===== src/rtl/flt16_add_seq_if.sv =====
// ============================================================================
// Module   : flt16_add_seq_if
// Brief    : Start/done handshake and operand/result bundle for flt16_add_seq.
// Revision : 1.0
// ============================================================================
`default_nettype none

interface flt16_add_seq_if;
    logic        start;
    logic [15:0] a_i;
    logic [15:0] b_i;
    logic        busy;
    logic        done;
    logic [15:0] sum_o;

    modport master (output start, a_i, b_i, input busy, done, sum_o);
    modport slave  (input start, a_i, b_i, output busy, done, sum_o);
endinterface

`default_nettype wire


===== src/rtl/flt16_add_seq.sv =====
// ============================================================================
// Module   : flt16_add_seq
// Brief    : Multi-cycle binary16 add/subtract, one alignment bit per cycle.
//            Optional round-to-nearest-even via macro FLT16_ADD_RND_EN.
// Revision : 1.0
// ============================================================================
`default_nettype none

module flt16_add_seq #(
    parameter int MAX_ALIGN = 14
) (
    input  wire logic       clk,
    input  wire logic       reset,
    flt16_add_seq_if.slave  bus
);

`ifdef FLT16_ADD_RND_EN
    localparam int c_EXT = 3;
`else
    localparam int c_EXT = 0;
`endif
    localparam int         c_MW        = 11 + c_EXT;
    localparam logic [4:0] c_MAX_ALIGN = 5'(MAX_ALIGN);

    typedef enum logic [2:0] {
        S_IDLE, S_UNPACK, S_ALIGN, S_ADDSUB, S_NORM, S_PACK, S_PACK2, S_DONE
    } state_t;

    state_t          r_state;
    logic [15:0]     r_a, r_b;
    logic            r_sx, r_sy, r_sign;
    logic [5:0]      r_ex;
    logic [c_MW-1:0] r_mx, r_my;
    logic [c_MW:0]   r_sum;
    logic [4:0]      r_d;
    logic            r_busy, r_done;
    logic [15:0]     r_sum_o;

    // Operand X is always the larger magnitude, so subtraction never goes negative
    logic            w_swap;
    logic [15:0]     w_x, w_y;
    logic [4:0]      w_ex_eff, w_ey_eff;
    logic [c_MW-1:0] w_mx_new, w_my_new, w_my_shr, w_my_clr;
    logic [c_MW:0]   w_sum, w_sum_shr;
    logic [10:0]     w_mant11;
    logic [15:0]     w_packed;

    assign w_swap   = (r_b[14:0] > r_a[14:0]);
    assign w_x      = w_swap ? r_b : r_a;
    assign w_y      = w_swap ? r_a : r_b;
    assign w_ex_eff = (w_x[14:10] == 5'd0) ? 5'd1 : w_x[14:10];
    assign w_ey_eff = (w_y[14:10] == 5'd0) ? 5'd1 : w_y[14:10];
    assign w_mx_new = c_MW'({|w_x[14:10], w_x[9:0]}) << c_EXT;
    assign w_my_new = c_MW'({|w_y[14:10], w_y[9:0]}) << c_EXT;
    assign w_sum    = (r_sx == r_sy) ? ({1'b0, r_mx} + {1'b0, r_my})
                                     : ({1'b0, r_mx} - {1'b0, r_my});

`ifdef FLT16_ADD_RND_EN
    // Bit 0 is sticky: every bit shifted past it is folded in
    assign w_my_shr  = {1'b0, r_my[c_MW-1:2], |r_my[1:0]};
    assign w_my_clr  = {{(c_MW-1){1'b0}}, |r_my};
    assign w_sum_shr = {1'b0, r_sum[c_MW:2], |r_sum[1:0]};

    logic        w_rnd_up;
    logic [11:0] w_rm;
    assign w_rnd_up = r_sum[2] & (r_sum[1] | r_sum[0] | r_sum[3]);
    assign w_rm     = {1'b0, r_sum[c_MW-1:c_EXT]} + {11'd0, w_rnd_up};
`else
    assign w_my_shr  = r_my >> 1;
    assign w_my_clr  = '0;
    assign w_sum_shr = r_sum >> 1;
`endif

    assign w_mant11 = r_sum[c_MW-1:c_EXT];
    assign w_packed = (r_ex >= 6'd31) ? {r_sign, 5'h1F, 10'h000}
                    : {r_sign, (w_mant11[10] ? r_ex[4:0] : 5'd0), w_mant11[9:0]};

    always_ff @(posedge clk) begin
        if (reset) begin
            r_state <= S_IDLE;
            r_busy  <= 1'b0;
            r_done  <= 1'b0;
            r_sum_o <= 16'h0000;
        end else begin
            case (r_state)
                S_IDLE, S_DONE: begin
                    if (bus.start) begin
                        r_a     <= bus.a_i;
                        r_b     <= bus.b_i;
                        r_busy  <= 1'b1;
                        r_done  <= 1'b0;
                        r_state <= S_UNPACK;
                    end
                end
                S_UNPACK: begin
                    r_sx    <= w_x[15];
                    r_sy    <= w_y[15];
                    r_ex    <= {1'b0, w_ex_eff};
                    r_mx    <= w_mx_new;
                    r_my    <= w_my_new;
                    r_d     <= w_ex_eff - w_ey_eff;
                    r_state <= (w_ex_eff == w_ey_eff) ? S_ADDSUB : S_ALIGN;
                end
                S_ALIGN: begin
                    if (r_d >= c_MAX_ALIGN) begin
                        r_my    <= w_my_clr;
                        r_state <= S_ADDSUB;
                    end else begin
                        r_my <= w_my_shr;
                        r_d  <= r_d - 5'd1;
                        if (r_d == 5'd1)
                            r_state <= S_ADDSUB;
                    end
                end
                S_ADDSUB: begin
                    r_sum   <= w_sum;
                    r_sign  <= (w_sum == '0) ? 1'b0 : r_sx;
                    r_state <= S_NORM;
                end
                S_NORM: begin
                    if (r_sum[c_MW]) begin
                        r_sum <= w_sum_shr;
                        r_ex  <= r_ex + 6'd1;
                    end else if (!r_sum[c_MW-1] && (r_sum != '0) && (r_ex > 6'd1)) begin
                        r_sum <= r_sum << 1;
                        r_ex  <= r_ex - 6'd1;
                    end else begin
                        r_state <= S_PACK;
                    end
                end
                S_PACK: begin
`ifdef FLT16_ADD_RND_EN
                    r_sum   <= {1'b0, (w_rm[11] ? w_rm[11:1] : w_rm[10:0]), 3'b000};
                    r_ex    <= r_ex + {5'd0, w_rm[11]};
                    r_state <= S_PACK2;
`else
                    r_sum_o <= w_packed;
                    r_busy  <= 1'b0;
                    r_done  <= 1'b1;
                    r_state <= S_DONE;
`endif
                end
                S_PACK2: begin
                    r_sum_o <= w_packed;
                    r_busy  <= 1'b0;
                    r_done  <= 1'b1;
                    r_state <= S_DONE;
                end
                default: r_state <= S_IDLE;
            endcase
        end
    end

    assign bus.busy  = r_busy;
    assign bus.done  = r_done;
    assign bus.sum_o = r_sum_o;

endmodule

`default_nettype wire

===== src/flat_wrapper.sv =====
// flat-port wrapper written by rule: the top's interface ports become plain ports
module flt16_add_seq_flat 
#(
    parameter int MAX_ALIGN = 14
)
  (clk, reset, bus_start, bus_a_i, bus_b_i, bus_busy, bus_done, bus_sum_o);
  flt16_add_seq_if bus_i ();
  input  wire logic clk;
  input  wire logic reset;
  input wire logic [$bits(bus_i.start)-1:0] bus_start;
  input wire logic [$bits(bus_i.a_i)-1:0] bus_a_i;
  input wire logic [$bits(bus_i.b_i)-1:0] bus_b_i;
  output wire logic [$bits(bus_i.busy)-1:0] bus_busy;
  output wire logic [$bits(bus_i.done)-1:0] bus_done;
  output wire logic [$bits(bus_i.sum_o)-1:0] bus_sum_o;
  assign bus_i.start = bus_start;
  assign bus_i.a_i = bus_a_i;
  assign bus_i.b_i = bus_b_i;
  assign bus_busy = bus_i.busy;
  assign bus_done = bus_i.done;
  assign bus_sum_o = bus_i.sum_o;
  flt16_add_seq #(.MAX_ALIGN(MAX_ALIGN)) u_core (.clk(clk), .reset(reset), .bus(bus_i));
endmodule

===== config.mk =====
export PLATFORM = sky130hd
export DESIGN_NAME = flt16_add_seq_flat
export DESIGN_NICKNAME = d
export VERILOG_FILES = /design/src/rtl/flt16_add_seq_if.sv /design/src/rtl/flt16_add_seq.sv /design/src/flat_wrapper.sv
export SDC_FILE = /design/constraint.sdc
export NUM_CORES = 1
export LEC_CHECK = 0
export ABC_AREA = 0
export CAP_MARGIN = 30
export CORE_AREA = 8 8 117 119
export CTS_CLUSTER_DIAMETER = 40
export CTS_CLUSTER_SIZE = 20
export DETAILED_ROUTE_END_ITERATION = 6
export DIE_AREA = 0 0 125 127
export GPL_TIMING_DRIVEN = 0
export PLACE_DENSITY_LB_ADDON = 0.08
export REMOVE_ABC_BUFFERS = 1
export SLEW_MARGIN = 20
export SYNTH_ARGS = -nofsm -noshare
export SYNTH_HDL_FRONTEND = slang
export SYNTH_SLANG_ARGS = --single-unit

===== constraint.sdc =====
create_clock -name clk -period 4.2 [get_ports clk]
set_clock_uncertainty 0.2 [all_clocks]
set_input_delay 0.42 -clock clk [delete_from_list [all_inputs] [get_ports clk]]
set_output_delay 0.42 -clock clk [all_outputs]
set_load 0.005 [all_outputs]

# --- Word level (Yosys, flattened, before mapping) ---
# Cells that the tools add are included.
op_classes:
  addsub: 6
  order_cmp: 4
  n_eq_ne: 16
  n_mux: 28
  n_bitwise: 1
  reduce_logical: 26
ops:
  columns: ["op", "count"]
  rows:
  - ["$mux W12", 3]
  - ["$mux W16", 2]
  - ["$pmux W12 S2", 1]
  - ["$pmux W11 S2", 1]
  - ["$mux W5", 4]
  - ["$pmux W3 S6", 1]
  - ["$gt A15 B15 Y1", 1]
  - ["$mux W15", 1]
  - ["$mux W3", 5]
  - ["$add A11 B11 Y12", 1]
  - ["$eq A3 B3 Y1 const B", 4]
  - ["$logic_not A12 Y1", 1]
  - ["$mux W6", 2]
  - ["$pmux W6 S2", 1]
  - ["$reduce_and A3 Y1", 4]
  - ["$reduce_bool A12 Y1", 1]
  - ["$sub A11 B11 Y12", 1]
  - ["$logic_not A5 Y1", 2]
  - ["$mux W10", 1]
  - ["$pmux W5 S2", 1]
  - ["$reduce_and A2 Y1", 5]
  - ["$reduce_or A5 Y1", 2]
  - ["$ne A2 B2 Y1 const B", 4]
  - ["$reduce_bool A2 Y1", 4]
  - ["other kinds (21)", 28]
totals:
  ff_bits: 101
  input_bits: 35
  out_inout_bits: 18
  wordCells: 96

# --- Depth between registers and ports, before layout ---
# Gate-level depths: netlist of run 1.
depth:
  ltp_word: 7
  depth_mapped: 18
  depth_no_buf: 17

# --- Least setup slack after synthesis of run 1 ---
# Ideal clock, no wire load.
synth_timing:
  path_kind: "reg-to-reg"
  from: "register u_core.r_b[12]"
  to: "register u_core.r_d[4] (data pin)"
  setup_time_ps: 262
  arrival_time_ps: 2885
  required_time_ps: 3738
  slack_ps: 853
  stages_incl_launch_ff: 16
  n_path_buf: 1
  period_less_slack_ps: 3347
  cell_sequence: "edfxtp_1 > ha_1 > a21o_1 > a21o_1 > a211oi_2 > a21oi_4 > clkbuf_1 > a21oi_1 > ha_1 > inv_1 > fa_1 > a21o_1 > a21oi_1 > xnor2_1 > nand2_1 > o21ai_0"
synth_via:
  elab_chain_len: 6
  elab_cells_between_ends: 9
  cone_classes: "add/sub: 1; order compare: 1; mux: 5; reduce/logical: 2"
synth_rtl:
  columns: ["element", "line", "source"]
  rows:
  - ["start, declared", "flt16_add_seq.sv:30", "logic [15:0] r_a, r_b;"]
  - ["start signal, assigned", "flt16_add_seq.sv:89", "r_b <= bus.b_i;"]
  - ["$gt A15 B15 Y1", "flt16_add_seq.sv:48", "assign w_swap = (r_b[14:0] > r_a[14:0]);"]
  - ["$mux W16 (on tied branches)", "flt16_add_seq.sv:49, flt16_add_seq.sv:50", null]
  - ["$logic_not A5 Y1 (on tied branches)", "flt16_add_seq.sv:51, flt16_add_seq.sv:52", null]
  - ["$mux W5 (on tied branches)", "flt16_add_seq.sv:51, flt16_add_seq.sv:52", null]
  - ["$sub A5 B5 Y5 (*)", "flt16_add_seq.sv:101", "r_d <= w_ex_eff - w_ey_eff;"]
  - ["$pmux W5 S2 (*)", "flt16_add_seq.sv:85", "case (r_state)"]
  - ["end signal, assigned", "flt16_add_seq.sv:101", null]
  - ["end signal, assigned", "flt16_add_seq.sv:110", "r_d <= r_d - 5'd1;"]
  - ["end, declared", "flt16_add_seq.sv:35", "logic [4:0] r_d;"]
# Every way passes the cells marked *; elsewhere a longest branch is shown, timed or not.
# A chain may end at the register's enable or synchronous reset.

# --- Final worst setup path of run 1 ---
# Same ends and word-level chain as after synthesis.

==> run metrics, run 1 <==
reg-to-reg slack, setup 0.36 ns; EDFF count, synth 80; crit-path cells ha_1, a21o_1, a21o_1, a211oi_2, a21oi_4, buf_16, mux2_2, ha_1, inv_1, fa_1, a21o_1, a21oi_1, xnor2_1, nand2_1, o21ai_0; total number of yosys warnings 0; hold-fix buffer count after cts 0; die height 127 um; mean number of vias per cell between 5 and 6; Clock Path Buffers 2; IO buf count between 50 and 60; Synth area leader edfxtp_1; Max-cap violations 0; # diodes 0; hpwl dp 8660 um; Leak Pwr 2.63 nW; Min-Delay Path Depth 2; Final Hold Viols 0; FF-to-FF Start u_core.r_b[12]; fill count 1,052; CP peak stage delay 0.44 ns; Rows 40; routability congestion estimate 0.778; largest net degree at the start of global routing 31; Critical Path RT 4.10 ns; Ports 53; Yosys top cell area share 41.3%; vias 4,088; status complete, no violations; post-synthesis cell type count 58; area post-placement 6530 um^2; drt first pass iters 4; PD cells 604 nW/um^2; total CTS buffers 9; vias in the first global route 4,086; Root Driver clkbuf_16; cell with the most instances after synthesis edfxtp_1; Commonest cells post-synth edfxtp_1 (80), nand2_1 (50), nor2_1 (44); crit end category register; Routed WL 11,400 um; post-route cell area 6890 um^2; H-tree Lvls 3; CTS tree done; Top cell by count, worst path a21o_1; Synth Flop Type edfxtp_1; WS Path Type reg2reg; critical path buffer and inverter count 2; post-CTS sizing 0; area grow syn2layout 18.5%; antenna violations before repair 0; Relative slew margins 40.6%; crit-path leading delay family compound AO/OA/AOI/OAI gates; critical path's slowest cell edfxtp_1; hold path endpoint u_core.bus.sum_o[15]; maximum clock rate ~260 MHz; fin crit share 91.5%; top cells by area, synth edfxtp_1 (41%), ha_1 (8.8%), dfxtp_1 (7.2%); RSZ-0062 raised after global routing no; Tmin final 3.84 ns; nets 676; GRT Util Overall 14.8%; Routed Antenna Nets 0; DRC 0; VDD IR-drop max 0.199 mV; Starting Density ~49%; Worst R2R End u_core.r_d[4]; share of layout cells above drive strength 1 8.14%; Worst-Margin Slew 0.890 ns; DP Worst Slack approximately 0.14 ns; clock insertion delay at the later pin of the skew report 0.35 ns; setup_tns 0 ns; # Post-CTS Setup Buffers 0; Final WS setup approximately 0.36 ns; remaining global-route overflow 0; core area ~12,000 um^2; Core Util, Final between 50% and 60%; asr flop ratio synth 0%; first-pass GRT wire length 19,300 um; HP Class reg2reg; Seq cells post-synth 101; final setup fails 0; Seq/Total Area, Yosys 48.5%; area of the die 15,900 um^2; Slew Limit Fails 0; worst-path fanout max 22; hold_sp u_core.bus.sum_o[15]; worst r2r path cells 15; Avg Cell Area, Syn 10.7 um^2; wire per inst between 15 and 20 um; Mapped Area 5810 um^2; Syn Inst Count 545; crit path DAT ~3.7 ns; Startpoint Class register; clk sinks 101; Die Wd 125 um; clk slew on worst S/H paths 0.07 ns; Iter 0 DRT Violations 326
flip-flops by register name, indices dropped and copies added, names as in the netlist:
name,flops
u_core.bus.busy,1
u_core.bus.done,1
u_core.bus.sum_o,16
u_core.r_a,16
u_core.r_b,16
u_core.r_d,5
u_core.r_ex,6
u_core.r_mx,11
u_core.r_my,11
u_core.r_sign,1
u_core.r_state,3
u_core.r_sum,12
u_core.r_sx,1
u_core.r_sy,1
metal layers:
metal / wire length, um / track usage, % / share of wire, % / vias up
li1: - / - / - / 2103
met1: 5380 / 18.2 / 47 / 1908
met2: 5450 / 24.7 / 48 / 61
met3: 367 / 3.04 / 3.2 / 16
met4: 204 / 6.66 / 1.8 / 0
met5: 0 / 0 / 0 / -
tightest hold or removal path, stage by stage, from the launching register on:
cell,delay [ns]
dfxtp_1,0.31
nand2_1,0.05
a21oi_1,0.05
power by group:
part / internal, mW / switching, mW
registers: 1.39 / 0.152
logic: 0.797 / 0.961
clock network: 0.516 / 0.350
total: 2.70 / 1.46
logic make-up after synthesis:
| kind of cell | after synthesis | synth area share [%] |
|---|---|---|
| and+or+nand+nor | 151 | 12.4 |
| muxes | 33 | 6.33 |
| DFF | 101 | 48.5 |
| AOI/OAI and AO/OA | 131 | 14.7 |
| buffers and inverters | 56 | 4.02 |
| adders and majority gates | 43 | 9.51 |
| xor gates and xnor gates | 30 | 4.52 |
placed cells by master (no fill, tap or decap), types with 3 or more instances in the layout:
cell type | Yosys | final
edfxtp_1 | 80 | 80
clkdlybuf4s50_1 | 0 | 52
nand2_1 | 50 | 50
nor2_1 | 44 | 43
ha_1 | 41 | 41
inv_1 | 33 | 33
a21oi_1 | 31 | 31
o21ai_0 | 27 | 26
mux2i_1 | 21 | 21
dfxtp_1 | 21 | 21
xnor2_1 | 15 | 15
xor2_1 | 15 | 15
nor3_1 | 13 | 12
nor2b_1 | 13 | 12
o22ai_1 | 11 | 11
a211oi_1 | 10 | 10
a22oi_1 | 10 | 10
clkbuf_16 | 0 | 9
a21o_1 | 7 | 7
buf_4 | 0 | 7
nor4_1 | 6 | 6
mux2_2 | 6 | 6
mux2_4 | 6 | 6
o21ai_1 | 4 | 5
nand4_1 | 5 | 5
a221oi_1 | 5 | 5
nand2b_1 | 4 | 4
nand3_1 | 4 | 4
a31oi_1 | 3 | 3
o211ai_1 | 3 | 3
o21a_1 | 3 | 3
o21bai_1 | 3 | 3
buf_8 | 0 | 3
worst max path at each step:
stage,startpoint,end,slack (ns),cells after the start
2_1_floorplan,u_core.r_b[14],u_core.r_d[4],0.38,14
3_3_place_gp,reset,u_core.r_ex[5],-0.16,4
3_5_place_dp,u_core.r_b[14],u_core.r_d[4],0.14,15
4_1_cts,u_core.r_b[14],u_core.r_d[4],0.12,15
5_1_grt,u_core.r_b[12],u_core.r_d[4],0.16,15
6_report,u_core.r_b[12],u_core.r_d[4],0.36,15
stage by stage:
stage	instances	hold slack (ns)	total power [mW]
6_report	749	0.260	4.16
5_1_grt	749	0.274	4.47
4_1_cts	743	0.261	4.19
3_5_place_dp	728	0.252	3.30
3_3_place_gp	721	0.248	3.21
2_1_floorplan	522	0.247	2.85
final cells by class:
type	instances	area, um^2	share of cell area (%)
sequential	101	2820	41.0
inverter	33	124	1.80
multi-input combinational	389	2790	40.5
timing repair buffer	64	666	9.66
tap	147	184	2.67
clock buffer	10	229	3.32
clock inverter	5	76.3	1.11
Power figures use the tool's default switching activity.
==> run 2: changes to the inputs <==
--- a/config.mk
+++ b/config.mk
@@ -7,14 +7,15 @@
 export LEC_CHECK = 0
 export ABC_AREA = 0
 export CAP_MARGIN = 30
-export CORE_AREA = 8 8 117 119
+export CORE_AREA = 8 8 130 132
 export CTS_CLUSTER_DIAMETER = 40
 export CTS_CLUSTER_SIZE = 20
 export DETAILED_ROUTE_END_ITERATION = 6
-export DIE_AREA = 0 0 125 127
+export DIE_AREA = 0 0 138 140
 export GPL_TIMING_DRIVEN = 0
 export PLACE_DENSITY_LB_ADDON = 0.08
 export REMOVE_ABC_BUFFERS = 1
+export SKIP_CTS_REPAIR_TIMING = 1
 export SLEW_MARGIN = 20
 export SYNTH_ARGS = -nofsm -noshare
 export SYNTH_HDL_FRONTEND = slang
==> run 2 against run 1 <==
  * Final cell count grew 5.5%
  * Flip-flop and latch count stayed put
  * Wire length grew 3.7%
  * Clock power fell by 2%
  * Core utilization fell by 12 points
  * Non-clock buffer count down 1
  * Setup slack better by 0.019 ns
  * Via count is 0.20% lower
  * Sequential power is essentially flat
  * Critical endpoint unchanged
==> run metrics, run 2 (synthesized netlist as in run 1, its figures left out) <==
area grow syn2layout 19.3%; DP Worst Slack between 0.15 and 0.2 ns; total CTS buffers 9; PD cells 599 nW/um^2; vias 4,080; Die Wd approximately 140 um; IO buf count between 50 and 60; fin crit share 91.0%; setup_tns 0 ns; WS Path Type reg2reg; Root Driver clkbuf_16; Rows between 40 and 50; Relative slew margins 42.3%; Finished Layout Cells 790; Final Hold Viols 0; area post-placement roughly 6600 um^2; Slew Limit Fails 0; die height 140 um; clk sinks 101; Worst-Margin Slew 0.866 ns; maximum clock rate 262 MHz; final setup fails 0; routability congestion estimate 0.791; vias in the first global route about 4k; commonest cells after routing, fill and taps aside edfxtp_1 (80), clkdlybuf4s50_1 (52), nand2_1 (50); hpwl dp 9130 um; worst-path fanout max 22; post-route cell area 6940 um^2; H-tree Lvls 3; remaining global-route overflow 0; VDD IR-drop max roughly 0.25 mV; DRC 0; Routed Antenna Nets 0; share of layout cells above drive strength 1 8.47%; Placed Cells 770; clk slew on worst S/H paths 0.07 ns; Power, Total approximately 4.2 mW; largest net degree at the start of global routing 30; nets 675; Final WS setup roughly 0.38 ns; Critical Path RT 4.10 ns; status complete, no violations; Clock Path Buffers 2; area of the die 19,300 um^2; drt first pass iters 4; HP Class reg2reg; Max-cap violations 0; wire per inst 15.0 um; Leak Pwr 2.62 nW; commonest non-fill, non-tap cell in the layout edfxtp_1; Starting Density 39.1%; crit end category register; clock insertion delay at the later pin of the skew report between 0.3 and 0.4 ns; crit path DAT 3.73 ns; Iter 0 DRT Violations 175; Tmin final 3.82 ns; Routed WL approximately 12,000 um; GRT Util Overall approximately an eighth; CTS tree done; mean number of vias per cell 5.16; core area 14,900 um^2; antenna violations before repair 0; Ports 53; first-pass GRT wire length just under 20,000 um; RSZ-0062 raised after global routing no; # diodes 0; Startpoint Class register
[run 2: path summary, 6_finish.rpt]
| kind | cells past startpoint | from | to | slack, ns |
|---|---|---|---|---|
| min | 2 | u_core.bus.sum_o[15] | u_core.bus.sum_o[15] | 0.26 |
| max | 15 | u_core.r_b[12] | u_core.r_d[4] | 0.38 |
| max reg2reg | 15 | u_core.r_b[12] | u_core.r_d[4] | 0.38 |
| min reg2reg | 2 | u_core.bus.sum_o[15] | u_core.bus.sum_o[15] | 0.26 |
[run 2: cell type report]
cell class / instances / area (um^2)
clock buffers: 10 / 229
clock inverters: 6 / 72.6
fillers: 1427 / 7930
inverters: 33 / 124
multi-input cells: 389 / 2790
flip-flops and latches: 101 / 2820
well taps: 188 / 235
repair buffers: 63 / 667
[run 2: worst max-delay path: stages (launching register included)]
cell and delay [ns]:
edfxtp_1 0.44, ha_1 0.35, a21o_1 0.16, a21o_1 0.18, a211oi_2 0.47, a21oi_4 0.13
buf_16 0.19, mux2_2 0.28, ha_1 0.15, inv_1 0.06, fa_1 0.40, a21o_1 0.17
a21oi_1 0.16, xnor2_1 0.08, nand2_1 0.06, o21ai_0 0.07
[run 2: where the power goes]
part | total (mW) | internal, mW | leakage (nW) | switching, mW
Combinational | 1.77 | 0.795 | 1.58 | 0.972
Sequential | 1.54 | 1.38 | 0.902 | 0.152
Clock | 0.849 | 0.467 | 0.143 | 0.382
Total | 4.15 | 2.65 | 2.62 | 1.51
[run 2: per-layer routing]
layer	part of all wire (%)	global-route usage (%)
met2	46	19.5
met4	1.9	5.21
met3	3.8	3.55
met5	0	0
met1	48	15.4
[run 2: per-stage QoR]
stage | hold WS [ns] | utilization, %
after floorplan | 0.247 | -
after global placement | 0.252 | 43.5
after detailed placement | 0.254 | 44.4
after CTS | 0.264 | 46.5
after global routing | 0.279 | 46.7
final | 0.261 | 46.7
